[config.mk]
export PLATFORM = sky130hd
export DESIGN_NAME = proc_datapath
export DESIGN_NICKNAME = d
export VERILOG_FILES = /design/src/rtl/proc_datapath.sv
export SDC_FILE = /design/constraint.sdc
export NUM_CORES = 1
export LEC_CHECK = 0
export BUFFER_PORTS_ARGS = -buffer_cell sky130_fd_sc_hd__buf_2
export CAP_MARGIN = 40
export CORE_UTILIZATION = 45
export DETAILED_ROUTE_END_ITERATION = 16
export MAX_ROUTING_LAYER = met4
export PLACE_DENSITY = 0.68
export SYNTH_ARGS = -nofsm -noshare
export SYNTH_HDL_FRONTEND = slang
export SYNTH_SLANG_ARGS = --single-unit
[constraint.sdc]
create_clock -name clk -period 7.7 [get_ports clk]
set_input_delay 0.385 -clock clk [delete_from_list [all_inputs] [get_ports clk]]
set_output_delay 0.385 -clock clk [all_outputs]
set_load 0.01 [all_outputs]
[src/rtl/proc_datapath.sv]
// Register-file / ALU datapath for the simple processor: shared bus, R0..R7,
// operand register A, result register G, and the zero/carry/bus_err flags.
module proc_datapath #(
    parameter int WIDTH = 16
) (
    input  logic             clk,
    input  logic             resetn,
    input  logic [WIDTH-1:0] data_in,
    // "extern" is a reserved word in SystemVerilog, so the strobe is extern_sel.
    input  logic             extern_sel,
    input  logic [7:0]       R_out,
    input  logic             G_out,
    input  logic [7:0]       R_in,
    input  logic             A_in,
    input  logic             G_in,
    input  logic [3:0]       func,
    input  logic [2:0]       dbg_sel,
    output logic [WIDTH-1:0] bus_out,
    output logic [WIDTH-1:0] dbg_q,
    output logic             zero,
    output logic             carry,
    output logic             bus_err
);

    localparam logic [3:0] FUNC_ADD = 4'b0010;
    localparam logic [3:0] FUNC_SUB = 4'b0011;
    localparam logic [3:0] FUNC_NOT = 4'b0100;
    localparam logic [3:0] FUNC_AND = 4'b0101;
    localparam logic [3:0] FUNC_OR  = 4'b0110;
    localparam logic [3:0] FUNC_XOR = 4'b0111;

    logic [WIDTH-1:0] regs_r [8];
    logic [WIDTH-1:0] a_r;
    logic [WIDTH-1:0] g_r;
    logic             zero_r;
    logic             carry_r;
    logic             bus_err_r;

    logic [9:0]       drivers_s;
    logic             multi_drv_s;
    logic [WIDTH-1:0] wired_or_s;
    logic [WIDTH-1:0] bus_s;
    logic [WIDTH-1:0] alu_res_s;
    logic             alu_cout_s;
    logic             alu_sets_carry_s;

    // Returns {carry, result}; carry is carry-out for add and no-borrow for sub.
    function automatic logic [WIDTH:0] alu_f(
        input logic [3:0]       op,
        input logic [WIDTH-1:0] a,
        input logic [WIDTH-1:0] y
    );
        logic [WIDTH:0] sum;
        logic [WIDTH:0] diff;
        sum  = {1'b0, a} + {1'b0, y};
        diff = {1'b0, a} - {1'b0, y};
        case (op)
            FUNC_ADD: alu_f = sum;
            FUNC_SUB: alu_f = {~diff[WIDTH], diff[WIDTH-1:0]};
            FUNC_NOT: alu_f = {1'b0, ~y};
            FUNC_AND: alu_f = {1'b0, a & y};
            FUNC_OR:  alu_f = {1'b0, a | y};
            FUNC_XOR: alu_f = {1'b0, a ^ y};
            default:  alu_f = {1'b0, y};
        endcase
    endfunction

    // Driver census: more than one set bit means a bus conflict.
    always_comb begin
        drivers_s   = {extern_sel, G_out, R_out};
        multi_drv_s = ((drivers_s & (drivers_s - 10'd1)) != 10'd0);
    end

    // OR of every enabled source; exact for zero or one driver.
    always_comb begin
        wired_or_s = {WIDTH{1'b0}};
        if (extern_sel) begin
            wired_or_s = wired_or_s | data_in;
        end else begin
            wired_or_s = wired_or_s;
        end
        if (G_out) begin
            wired_or_s = wired_or_s | g_r;
        end else begin
            wired_or_s = wired_or_s;
        end
        for (int i = 0; i < 8; i++) begin
            if (R_out[i]) begin
                wired_or_s = wired_or_s | regs_r[i];
            end else begin
                wired_or_s = wired_or_s;
            end
        end
    end

    // Conflicting drivers force the bus to zero.
    always_comb begin
        bus_s = {WIDTH{1'b0}};
        if (multi_drv_s) begin
            bus_s = {WIDTH{1'b0}};
        end else begin
            bus_s = wired_or_s;
        end
    end

    // ALU on the pre-edge A and the current bus.
    always_comb begin
        {alu_cout_s, alu_res_s} = alu_f(func, a_r, bus_s);
        alu_sets_carry_s        = (func == FUNC_ADD) || (func == FUNC_SUB);
    end

    // General register file loads.
    always_ff @(posedge clk or negedge resetn) begin
        if (!resetn) begin
            for (int i = 0; i < 8; i++) begin
                regs_r[i] <= {WIDTH{1'b0}};
            end
        end else begin
            for (int i = 0; i < 8; i++) begin
                if (R_in[i]) begin
                    regs_r[i] <= bus_s;
                end
            end
        end
    end

    // Operand register A.
    always_ff @(posedge clk or negedge resetn) begin
        if (!resetn) begin
            a_r <= {WIDTH{1'b0}};
        end else if (A_in) begin
            a_r <= bus_s;
        end
    end

    // Result register G with its zero/carry flags.
    always_ff @(posedge clk or negedge resetn) begin
        if (!resetn) begin
            g_r     <= {WIDTH{1'b0}};
            zero_r  <= 1'b0;
            carry_r <= 1'b0;
        end else if (G_in) begin
            g_r    <= alu_res_s;
            zero_r <= (alu_res_s == {WIDTH{1'b0}});
            if (alu_sets_carry_s) begin
                carry_r <= alu_cout_s;
            end
        end
    end

    // Sticky conflict flag, cleared only by reset.
    always_ff @(posedge clk or negedge resetn) begin
        if (!resetn) begin
            bus_err_r <= 1'b0;
        end else if (multi_drv_s) begin
            bus_err_r <= 1'b1;
        end
    end

    assign bus_out = bus_s;
    assign dbg_q   = regs_r[dbg_sel];
    assign zero    = zero_r;
    assign carry   = carry_r;
    assign bus_err = bus_err_r;

endmodule

==> flow_summary.json <==
{
  "whs_ns": 0.328,
  "ys.flop_type": "dfrtp_1",
  "die-area_sq_um": 25000,
  "layout-drive-gt1-share": 0.312,
  "cpPeakStageDelay_ns": 0.63,
  "grt_usage": 0.296,
  "reg2regPathDepth": 15,
  "grt_pass1_wl_um": 53500,
  "placed_cells": 1375,
  "wl_per_cell_um": 24.2,
  "avgViaCountPerCell": 6.49,
  "wl_um": 34100,
  "place.gp.congestion": 1.03,
  "finalHoldViolCount": 0,
  "die_h_um": 158,
  "nNetsFinal": 1174,
  "fin_skew_ns": 0.0171,
  "start_kind": "input port",
  "max-cap-violations": 0,
  "grt_pass1_vias": 9054,
  "crit_path_max_fanout": 19,
  "vias": 9136,
  "worstHoldPathType": "in -> async",
  "ir_drop_uv": 139,
  "grt_start_max_net_pins": 84,
  "drt_iter0_markers": 835,
  "path_cells": "buf_2 > or4_4 > o31ai_2 > a21oi_1 > buf_4 > or2_1 > a31oi_1 > inv_1 > ha_1 > nand2_1 > o21ai_0 > o21ai_0 > a221oi_1 > a2111oi_0 > o32ai_1 > nand4_1 > o32ai_2",
  "finalNonFillerCells": 1408,
  "synthArstFlopShare": 1.00,
  "synth_nets": 1151,
  "yosysSeqAreaShare": 0.372,
  "firstDrtPassIters": 5,
  "crit_slowest_cell": "a221oi_1",
  "die_x_um": 158,
  "cp.arrival_ns": 5.93,
  "clk_pin_slew_ns": 0.08,
  "syn_inst": 1053,
  "crit_top_cell": "o21ai_0",
  "status": "finished clean",
  "worst_skew_pair.late_latency_ns": 0.43,
  "critical-path-top-delay-family": "compound AO/OA/AOI/OAI gates",
  "portBuffers": 79,
  "slew_viol_final": 0,
  "cts_tree": "yes",
  "fin_crit_ns": 5.60,
  "cts_buffers": 17,
  "yosys_warnings": 0,
  "initial_utilization": 0.463,
  "grt_remaining_overflow": 0,
  "worstPathRequired_ns": 8.04,
  "synth_cell_types": 78,
  "tightest_slew_ns": 0.924,
  "diodes": 0,
  "antenna_found_initial": 0,
  "synth_seq_cells": 163,
  "setup_tns_ns": 0,
  "min_period_over_period": 0.727,
  "post_cts_buffers": 0,
  "end_kind": "register",
  "power_density_nw_per_um2": 163,
  "drcViolationCount": 0,
  "dp_slack_ns": 1.80,
  "layout_setup_ws_ns": 2.10,
  "path_buf_inv": 3,
  "r2r_setup_slack_ns": 3.01,
  "rsz0062_at_grt": "false",
  "power_mw": 2.00,
  "critical_path_class": "in -> reg",
  "syn_to_final_growth_pct": 11.8,
  "relSlewSlack": 0.376,
  "cts_sinks": 163,
  "top_level_ports": 80,
  "htreeDepth": 4,
  "dpl.hpwl_um": 22800,
  "fmax_mhz": 179,
  "synth_edf_count": 0,
  "p_leak_nw": 5.48,
  "cts_root_buf": "clkbuf_16",
  "setup_viol": 0,
  "fp-row-count": 56,
  "r2r-end": "zero",
  "synth_area_per_cell_sq_um": 10.4,
  "syn-cell-area_sq_um": 11000,
  "core_sq_um": 23700,
  "r2r_start": "regs_r[91]",
  "clock_path_buffers": 2,
  "ant_nets": 0
}
==> stage by stage <==
stage	util	cell area [sq um]
3_3_place_gp	0.488	11600
5_1_grt	0.518	12300
2_1_floorplan	-	11000
6_report	0.518	12300
3_5_place_dp	0.491	11600
4_1_cts	0.518	12300
==> worst max path at each step <==
stage | from | to | cells past startpoint
detailed placement | R_out[0] | zero | 17
finish | R_out[0] | zero | 17
global route | R_out[0] | zero | 17
global placement | R_out[0] | zero | 18
CTS | R_out[0] | zero | 17
floorplan | R_out[1] | zero | 19
==> cell type report <==
type	count	area (sq um)
clock buffer	17	425
multi-input combinational	734	6320
tap	319	399
timing repair buffer	102	617
sequential	163	4080
clock inverter	15	210
inverter	58	218
fill	2146	11400
==> cell families (layout without fill, tap and decap cells) <==
family                     count (synthesis)  in the layout  share of synthesized area
and+or+nand+nor                          188            188                     0.0839
adders and majority gates                 54             54                     0.0627
AOI/OAI and AO/OA                        297            297                      0.196
muxes                                    188            188                      0.225
buffers and inverters                    156            192                     0.0551
DFF                                      163            163                      0.372
xor gates and xnor gates                   7              7                    0.00559
==> per-layer routing <==
layer / global-route usage / wire length, um / up-vias
met5: - / 0 / -
met4: 0.107 / 1020 / 0
met3: 0.0422 / 2590 / 78
met2: 0.462 / 16100 / 451
met1: 0.391 / 14300 / 4603
li1: - / - / 4004
==> cell usage in the layout, fill, tap and decap left out, types with 8 or more instances in the layout <==
cell / netlist / final
nand2_1: 68 / 68
a22o_1: 11 / 11
nor3_1: 17 / 16
nand3_1: 13 / 13
mux4_2: 32 / 32
nor2_1: 32 / 32
o21ai_0: 54 / 53
mux2_2: 150 / 150
buf_4: 0 / 20
a22oi_1: 51 / 51
nand2b_1: 8 / 8
ha_1: 51 / 51
a221oi_1: 29 / 29
buf_2: 3 / 78
inv_1: 58 / 58
o211ai_1: 8 / 8
dfrtp_1: 163 / 163
clkbuf_16: 0 / 17
a21oi_1: 43 / 43
a31oi_1: 11 / 11
==> sequential cells by signal (all words and copies together), names as in the netlist <==
signal	flops
regs_r	128
a_r	16
g_r	16
bus_err	1
carry	1
zero	1
==> worst register-to-register path: stages, from the launching register on <==
cell and delay, ns:
dfrtp_1 0.41, a22oi_1 0.20, nand2_1 0.07, a221oi_1 0.32
a211oi_2 0.12, buf_4 0.22, inv_1 0.14, ha_1 0.46
nand2_1 0.21, o21ai_0 0.47, o21ai_0 0.32, a221oi_1 0.63
a2111oi_0 0.21, o32ai_1 0.39, nand4_1 0.17, o32ai_2 0.28
==> synth_stat cells, drive strengths merged (7+ instances only) <==
library cell | n | area share
inv | 58 | 0.020
nand2b | 8 | 0.0046
nand2 | 68 | 0.023
a221oi | 29 | 0.023
buf | 24 | 0.0099
mux4 | 32 | 0.066
o221ai | 8 | 0.0070
or3 | 7 | 0.0040
nand3 | 13 | 0.0059
a2111oi | 7 | 0.0062
a211oi | 11 | 0.0075
o21ai | 55 | 0.025
clkbuf | 74 | 0.025
nor3 | 18 | 0.0087
o211ai | 8 | 0.0055
dfrtp | 163 | 0.37
a22oi | 51 | 0.035
a31oi | 13 | 0.010
ha | 51 | 0.058
mux2 | 150 | 0.15
nor2b | 7 | 0.0040
a21oi | 43 | 0.020
nor2 | 32 | 0.011
a22o | 11 | 0.0088
a21o | 7 | 0.0048
==> power by group <==
part	total (mW)	internal (mW)	leakage (nW)	switching [mW]
sequential	0.879	0.867	2.25	0.0120
combinational	0.209	0.0710	2.92	0.138
clock	0.913	0.475	0.308	0.437
==> timing repair <==
| action | CTS | global route |
|---|---|---|
| hold endpoints to repair | 8 | 0 |
| hold buffers | 1 | 0 |
| resized for setup | 0 | 0 |
Note: power is estimated with default switching activity, not from simulation.
